==> src/rtl/divider_pkg.sv <==
// Shared types and constants for the iterative restoring divider.
// Imported by the divider top and its single-step datapath.
package divider_pkg;

    typedef enum logic [1:0] {
        IDLE,
        RUN,
        FIX
    } state_t;

    localparam int DEF_WIDTH = 32;

    // Counter must be able to hold the value WIDTH itself.
    function automatic int cnt_width(input int w);
        return $clog2(w) + 1;
    endfunction

endpackage

==> src/rtl/divider_step.sv <==
// One radix-2 restoring division step: shift in a dividend bit,
// trial-subtract the divisor, keep the difference if it fits.
module divider_step
    import divider_pkg::*;
#(
    parameter int WIDTH = DEF_WIDTH
) (
    input  logic [WIDTH-1:0] rem,
    input  logic             dvd_msb,
    input  logic [WIDTH-1:0] div,
    output logic [WIDTH-1:0] rem_next,
    output logic             q_bit
);

    logic [WIDTH:0] shifted;

    // Shifted remainder is one bit wider so the compare never overflows.
    always_comb begin
        shifted  = {rem, dvd_msb};
        q_bit    = (shifted >= {1'b0, div});
        rem_next = q_bit ? WIDTH'(shifted - {1'b0, div})
                         : shifted[WIDTH-1:0];
    end

endmodule

==> src/rtl/divider_iterative.sv <==
// Iterative radix-2 restoring divider, signed or unsigned, fixed
// latency of WIDTH+2 cycles from accept to the valid_out pulse.
module divider_iterative
    import divider_pkg::*;
#(
    parameter int WIDTH = DEF_WIDTH
) (
    input  logic             clk,
    input  logic             rst_n,
    input  logic             valid_in,
    input  logic             is_signed,
    input  logic [WIDTH-1:0] a,
    input  logic [WIDTH-1:0] b,
    output logic             busy,
    output logic             valid_out,
    output logic [WIDTH-1:0] q,
    output logic [WIDTH-1:0] r,
    output logic             div_by_zero
);

    localparam int CW = cnt_width(WIDTH);

    state_t           state;
    logic [CW-1:0]    cnt;
    logic             sgn_a;
    logic             sgn_b;
    logic             zflag;
    logic [WIDTH-1:0] a_raw;
    logic [WIDTH-1:0] dvd;
    logic [WIDTH-1:0] dvs;
    logic [WIDTH-1:0] quot;
    logic [WIDTH-1:0] rem;
    logic [WIDTH-1:0] rem_nx;
    logic             q_bit;
    logic             neg_a;
    logic             neg_b;
    logic [WIDTH-1:0] abs_a;
    logic [WIDTH-1:0] abs_b;

    // Operand magnitudes; the most negative value maps to 2^(WIDTH-1).
    always_comb begin
        neg_a = is_signed & a[WIDTH-1];
        neg_b = is_signed & b[WIDTH-1];
        abs_a = neg_a ? -a : a;
        abs_b = neg_b ? -b : b;
    end

    divider_step #(
        .WIDTH(WIDTH)
    ) u_step (
        .rem      (rem),
        .dvd_msb  (dvd[WIDTH-1]),
        .div      (dvs),
        .rem_next (rem_nx),
        .q_bit    (q_bit)
    );

    // Control FSM plus datapath registers and registered results.
    always_ff @(posedge clk) begin
        if (!rst_n) begin
            state       <= IDLE;
            cnt         <= '0;
            busy        <= 1'b0;
            valid_out   <= 1'b0;
            q           <= '0;
            r           <= '0;
            div_by_zero <= 1'b0;
            sgn_a       <= 1'b0;
            sgn_b       <= 1'b0;
            zflag       <= 1'b0;
            a_raw       <= '0;
            dvd         <= '0;
            dvs         <= '0;
            quot        <= '0;
            rem         <= '0;
        end else begin
            valid_out <= 1'b0;
            case (state)
                IDLE: begin
                    if (valid_in) begin
                        sgn_a <= neg_a;
                        sgn_b <= neg_b;
                        zflag <= (b == '0);
                        a_raw <= a;
                        dvd   <= abs_a;
                        dvs   <= abs_b;
                        quot  <= '0;
                        rem   <= '0;
                        cnt   <= '0;
                        busy  <= 1'b1;
                        state <= RUN;
                    end
                end
                RUN: begin
                    rem  <= rem_nx;
                    dvd  <= {dvd[WIDTH-2:0], 1'b0};
                    quot <= {quot[WIDTH-2:0], q_bit};
                    cnt  <= cnt + 1'b1;
                    if (cnt == CW'(WIDTH - 1)) begin
                        state <= FIX;
                    end
                end
                FIX: begin
                    if (zflag) begin
                        q <= '1;
                        r <= a_raw;
                    end else begin
                        q <= (sgn_a ^ sgn_b) ? -quot : quot;
                        r <= sgn_a ? -rem : rem;
                    end
                    div_by_zero <= zflag;
                    valid_out   <= 1'b1;
                    busy        <= 1'b0;
                    state       <= IDLE;
                end
                default: begin
                    state <= IDLE;
                end
            endcase
        end
    end

endmodule

==> config.mk <==
export PLATFORM = sky130hd
export DESIGN_NAME = divider_iterative
export DESIGN_NICKNAME = d
export VERILOG_FILES = /design/src/rtl/divider_pkg.sv /design/src/rtl/divider_step.sv /design/src/rtl/divider_iterative.sv
export SDC_FILE = /design/constraint.sdc
export NUM_CORES = 1
export LEC_CHECK = 0
export CORE_MARGIN = 3
export CORE_UTILIZATION = 40
export DETAILED_ROUTE_END_ITERATION = 10
export GPL_TIMING_DRIVEN = 0
export SYNTH_ARGS = -nofsm -noshare
export SYNTH_HDL_FRONTEND = slang
export SYNTH_SLANG_ARGS = --single-unit
export TNS_END_PERCENT = 30
==> constraint.sdc <==
create_clock -name clk -period 4.3 [get_ports clk]
set_input_delay 0.86 -clock clk [delete_from_list [all_inputs] [get_ports clk]]
set_output_delay 0.86 -clock clk [all_outputs]
set_load 0.01 [all_outputs]
==> results_dict.tcl <==
set metrics [dict create \
    rr_worst_depth 10 \
    cp.required_ps 4770 \
    fin_skew_ps 14.1 \
    yosysTopAreaCellShare_pct 35.9 \
    grt_start_max_net_pins 15 \
    cp_slowest_cell "dfxtp_1" \
    synthArstFlopShare_pct 0 \
    hold_buffers 0 \
    postPlaceCellArea_mm2 0.0152 \
    cpLargestDelayFamily "compound AO/OA/AOI/OAI gates" \
    synth_warnings 0 \
    path_buf_inv 2 \
    drt_first_pass_iters 5 \
    rows 66 \
    wl_per_cell_um 18.4 \
    outcome "complete, no violations" \
    die_w_um 188 \
    power_density_mw_per_mm2 363 \
    crit_top_cell "o21ai_0" \
    fin_setup_tns_ps 0 \
    min_period_over_period_pct 85.1 \
    final_cell_count_no_fill 2310 \
    synthMuxAreaShare_pct 0.377 \
    drc_errors 0 \
    syn_inst 1683 \
    dieArea_mm2 0.0354 \
    synth_top_area_cell "dfxtp_1" \
    worst-slew-pin-transition_ps 971 \
    grt_overflow_total 0 \
    critPathKind "flip-flop to flip-flop" \
    startpoint_type "flip-flop" \
    drt_iter0_drc 1097 \
    setup_viol 0 \
    portBuffers 134 \
    synth-xor-area-share_pct 9.30 \
    worstPathArrival_ps 4130 \
    gp_congestion 0.898 \
    cts_root_buf "clkbuf_16" \
    clkTransAtPathRegs_ps 60 \
    start_util_pct 40.7 \
    rsz0062_at_grt "no" \
    n_antenna_cell 0 \
    ant_nets 0 \
    hold_path_class "flip-flop to flip-flop" \
    grt_pass1_wl_um 66300 \
    final_max_slew_viol_count 0 \
    ys_types 70 \
    antenna_found_initial 0 \
    synthAdderAreaFrac_pct 3.64 \
    synth_seq_cells 238 \
    synth_top_family_by_area "compound AO/OA/AOI/OAI gates" \
    die_h_um 188 \
    fin_area_mm2 0.0161 \
    hold_slack_ps 453 \
    fin_nets 1954 \
    drt-total-wl_um 42500 \
    cts-resized-gates 0 \
    cap_violations 0 \
    core_mm2 0.0326 \
    via_count 12700 \
    min_period_ps 3660 \
    cts_made_buffers 29 \
    grt_pass1_vias 11900 \
    holdPathStages 2 \
    drive_gt1_share_pct 3.64 \
    post_cts_buffers 0 \
    hpwl_um 32600 \
    max_stage_delay_ps 560 \
    relSlewSlack_pct 35.3 \
    synth_top_flop_cell "dfxtp_1" \
    clk_path_buf_depth 3 \
    vdd.ir_drop.worst_mv 0.278 \
    synth-compound-area-share_pct 26.6 \
    p_leak_nw 6.26 \
    cts_tree "done" \
    hold_viol_final 0 \
    h-tree-depth 1 \
    pin_count 135 \
    cp-end-kind "flip-flop" \
    yosys.area_share.simple_pct 19.5 \
    via_per_inst 5.49 \
    synth_edf_count 0 \
    syn2layout_area_growth_pct 21.1 \
    clock-sinks 238 \
    fmax_mhz 273 \
    cp_num_cells 10 \
    synth_area_mm2 0.0133 \
    crit_chain "ha_1 > a21oi_1 > o21ai_0 > a311oi_1 > o22ai_1 > a211oi_1 > clkbuf_1 > buf_1 > a32oi_1 > o21ai_0" \
    synth.area.top_cells "dfxtp_1 (36%), nand2_1 (7.6%), o21ai_0 (6.5%)" \
    clk_latency_ps 550 \
    yosysSeqAreaShare_pct 35.9 \
    placed_cells 2259 \
    crit_fanout 10 \
    synth_nets 1789 \
    syn_area_per_cell_um2 7.89 \
    grt_util_all_layers_pct 23.2 \
]
## cell type report
class | count | area (um^2)
flip-flops and latches | 238 | 4760
multi-input cells | 1279 | 7890
repair buffers | 134 | 1340
clock inverters | 9 | 52.6
well taps | 442 | 553
clock buffers | 42 | 855
fillers | 3238 | 16500
plain buffers | 108 | 410
inverters | 58 | 218
## cell usage in the layout (no fill, tap or decap), types with 6 or more instances in the layout
cell,synthesis,routed
nand2b_1,6,6
clkbuf_16,0,29
o31ai_1,21,21
and2_1,35,35
xnor2_1,62,62
o41ai_1,9,9
a31oi_1,12,12
nor4_1,11,11
nor2_1,96,96
nand4_1,11,11
xor2_1,79,79
clkbuf_8,0,8
a22oi_1,36,36
o211a_1,23,23
a21oi_1,101,101
clkinv_2,0,7
clkbuf_1,95,100
nand2_1,268,268
nor3_1,38,38
buf_1,9,9
dfxtp_1,238,238
o21ai_0,173,173
nor2b_1,12,12
clkdlybuf4s50_1,0,134
a21o_1,15,15
and3_1,9,9
or3_1,11,11
o21a_1,10,10
ha_1,37,37
nor3b_1,9,9
a21boi_0,68,68
nand3_1,21,21
a22o_1,24,24
a211oi_1,6,6
inv_1,58,58
## per-stage QoR
| stage | utilization (%) | power [mW] | setup WS, ps |
|---|---|---|---|
| CTS | 49.3 | 5.86 | 705 |
| global route | 49.3 | 6.09 | 338 |
| detailed placement | 46.5 | 3.54 | 325 |
| floorplan | - | 3.17 | 1180 |
| finish | 49.3 | 5.84 | 639 |
| global placement | 46.5 | 3.53 | 310 |
## metal layers
layer  up-vias  routed length (um)  share of wire (%)  GRT usage [%]
met5         -                   0                  0              0
met4         0                 828                1.9           5.48
met3        58                2790                6.6           3.42
met2       413               19500                 46           38.3
met1      5973               19400                 46           32.0
li1       6246                   -                  -              -
## cell families after synthesis
logic type      after synthesis
xor+xnor                    141
flops                       238
compound gates              540
fa+ha+maj                    38
mux                           5
buf+inv                     166
simple gates                555
## registers in the layout (all words and copies together), names as in the netlist
register / count
sgn_b: 1
a_raw: 32
busy: 1
r: 32
valid_out: 1
q: 32
state: 2
zflag: 1
sgn_a: 1
div_by_zero: 1
rem: 32
dvs: 32
cnt: 6
quot: 32
dvd: 32
## worst paths after layout
kind / slack (ps) / end / from
worst max-delay path: 640 / rem[21] / rem[19]
worst max register to register: 640 / rem[21] / rem[19]
worst min register to register: 450 / r[21] / r[21]
worst min-delay path: 450 / r[21] / r[21]
## tightest hold or removal path, delay by kind of cell, from the launching register on
family / cells / cell delay (ps)
AND/OR/NAND/NOR: 1 / 50
AO/OA/AOI/OAI: 1 / 50
flip-flops: 1 / 310
## synth_stat cells, drive strengths merged, types with 2 or more instances
cell,number
a22o,24
and3b,2
o211a,23
nor3b,10
nand2,268
or3b,4
a21oi,101
a21o,15
and3,9
o41ai,12
clkbuf,95
nand3,21
o21bai,5
o311a,4
o31ai,22
nor2,96
o21a,10
a21boi,69
nand4,11
o21ai,174
and2,36
a41oi,3
nand3b,2
a32oi,5
and4,2
nor4,15
or3,12
dfxtp,238
a211o,2
nand2b,6
inv,58
o22ai,3
nor3,38
xor2,79
or4,8
a22oi,36
a31oi,12
buf,13
ha,37
a211oi,6
o211ai,5
mux2i,5
xnor2,62
nor2b,12
## power by group
part | internal (mW) | switching [mW]
registers | 2.29 | 0.0677
logic | 0.448 | 0.704
clock network | 1.37 | 0.957
total | 4.11 | 1.73
No activity file was read; power rests on OpenSTA's default activity.
==> RTL edit, RTL diff (same settings) <==
Change the package constant `DEF_WIDTH` from 32 to 16.
--- a/src/rtl/divider_pkg.sv
+++ b/src/rtl/divider_pkg.sv
@@ -8,7 +8,7 @@
         FIX
     } state_t;
 
-    localparam int DEF_WIDTH = 32;
+    localparam int DEF_WIDTH = 16;
 
     // Counter must be able to hold the value WIDTH itself.
     function automatic int cnt_width(input int w);
Ports: changed (resized a, b, q and r); port bits go from 135 to 71. The function was not compared with the original's and may differ.
==> RTL edit against the original RTL <==
Sequential share of layout area shrank 0.059 points; synthesized area fell by 48%; first-iteration DRC count decreased by 60%; power shrank 34%; sequential cell count down 113; count of clock-buffer cells in the layout shrank 23; largest power group is now the clock network; setup slack better by 820 ps; design area down 47%; routed wire length shrank 55%.
==> RTL edit: results (changes against the original RTL) <==
multiplexer area fraction after synthesis=2.60% (+2.2 points); fin nets=1017 (-48%); CTS sink cnt=125 (-47%); Final Skew=6.33 ps (-7.80 ps); drt initial violations=442 (-60%); H-Tree Depth=4 (+3); sw frac=33.4% (+3.7 points); drt total wl=19.3 mm (-55%); first-pass GRT wire length=31.0 mm (-53%); number of global-route vias before repair=5810 (-51%); Crit path largest cell delay=510 ps (-50 ps); Hold WC Path Type=reg -> reg; switching power=1.29 mW (-26%); First-pass DRT Iterations=7 (+2); Cell Area, Placed=7920 sq um (-48%); Post-Synth Adder-Cell Area=4.26% (+0.62 points); Synth Area in Compound Gates=23.1% (-3.5 points); global placer's final weighted congestion=0.898 (about the same); synth unique cells=59 (-16%); Crit Path Max Fanout=5 (-5); Synth Net Count=928 (-48%); total CTS buffers=17 (-41%); Pleak=3.15 nW (-50%); Synth top cells by count=nand2_1 (143), dfxtp_1 (125), o21ai_0 (69); sequential cell area share=29.6% (-0.059 points); Tightest Pin Transition=827 ps (-144 ps); share of cells above drive strength 1=4.43% (+0.79 points); pin count of the biggest net entering global routing=17 (+2); Signal buf overhead=11.2% (+0.30 points); pre-CTS WS=1120 ps (+795 ps); Post-DP HPWL=14.6 mm (-55%); post-synthesis sequential area ratio=36.1% (+0.19 points); clock buf count=19 (-55%); Tot GR Track Use=21.1% (-2.0 points); fillers=1647 (-49%); Skew-Pair Late Insertion Delay=420 ps (-130 ps); Vias=6330 (-50%); comb_multi_in=654 (-49%); status=completed; clk buf depth=2 (-1); Post-Syn Area per Cell=7.99 sq um (+1.2%); register cell area after layout=2500 sq um (-47%); slowest stage cell on the critical path=or3b_2; Max VDD drop=285 uV (+2.6%); xor/xnor share of the synthesized area=8.33% (-0.97 points); ClkCell Share=6.49% (+0.85 points); fraction of area in multi-input gates=47.9% (-1.1 points); Finished Layout Cells=1191 (-48%); Data arrival, critical path=3190 ps (-940 ps); top cells by area, synth=dfxtp_1 (36%), nand2_1 (7.7%), xnor2_1 (5.6%); Non-clock buffers=124 (-49%); Logic pwr share=31.1% (+11 points); nonclk inv count=36 (-38%); Flop pwr share=33.8% (-6.6 points); Port Buffer Count=70 (-48%)
[RTL edit: cell types whose count changed after synthesis, sizes merged, moves of 53 or more]
cell	before	now
a21oi	101	48
xor2	79	22
nand2	268	144
nor2	96	38
dfxtp	238	125
o21ai	174	77
[RTL edit: worst paths after layout]
kind	from	to	depth (start not counted)	slack (ps)
max reg2reg	dvd[15]	rem[14]	11	1450
min	a_raw[2]	a_raw[2]	2	470
min reg2reg	a_raw[2]	a_raw[2]	2	470
max	dvd[15]	rem[14]	11	1450
[RTL edit: worst register-to-register path, stage by stage, from the launching register on]
cell,delay [ps]
dfxtp_1,290
inv_1,100
ha_1,180
inv_1,50
fa_1,390
a21o_1,190
a221oi_1,500
o31ai_1,270
or3b_2,510
nand3_1,90
mux2i_1,70
o21ai_0,130
[RTL edit: layer usage]
layer	vias up	track usage (%)	part of all wire [%]
li1	3199	-	-
met1	2948	31.7	52
met2	168	30.9	42
met3	15	3.94	5.3
met4	0	5.65	0.92
met5	-	0	0
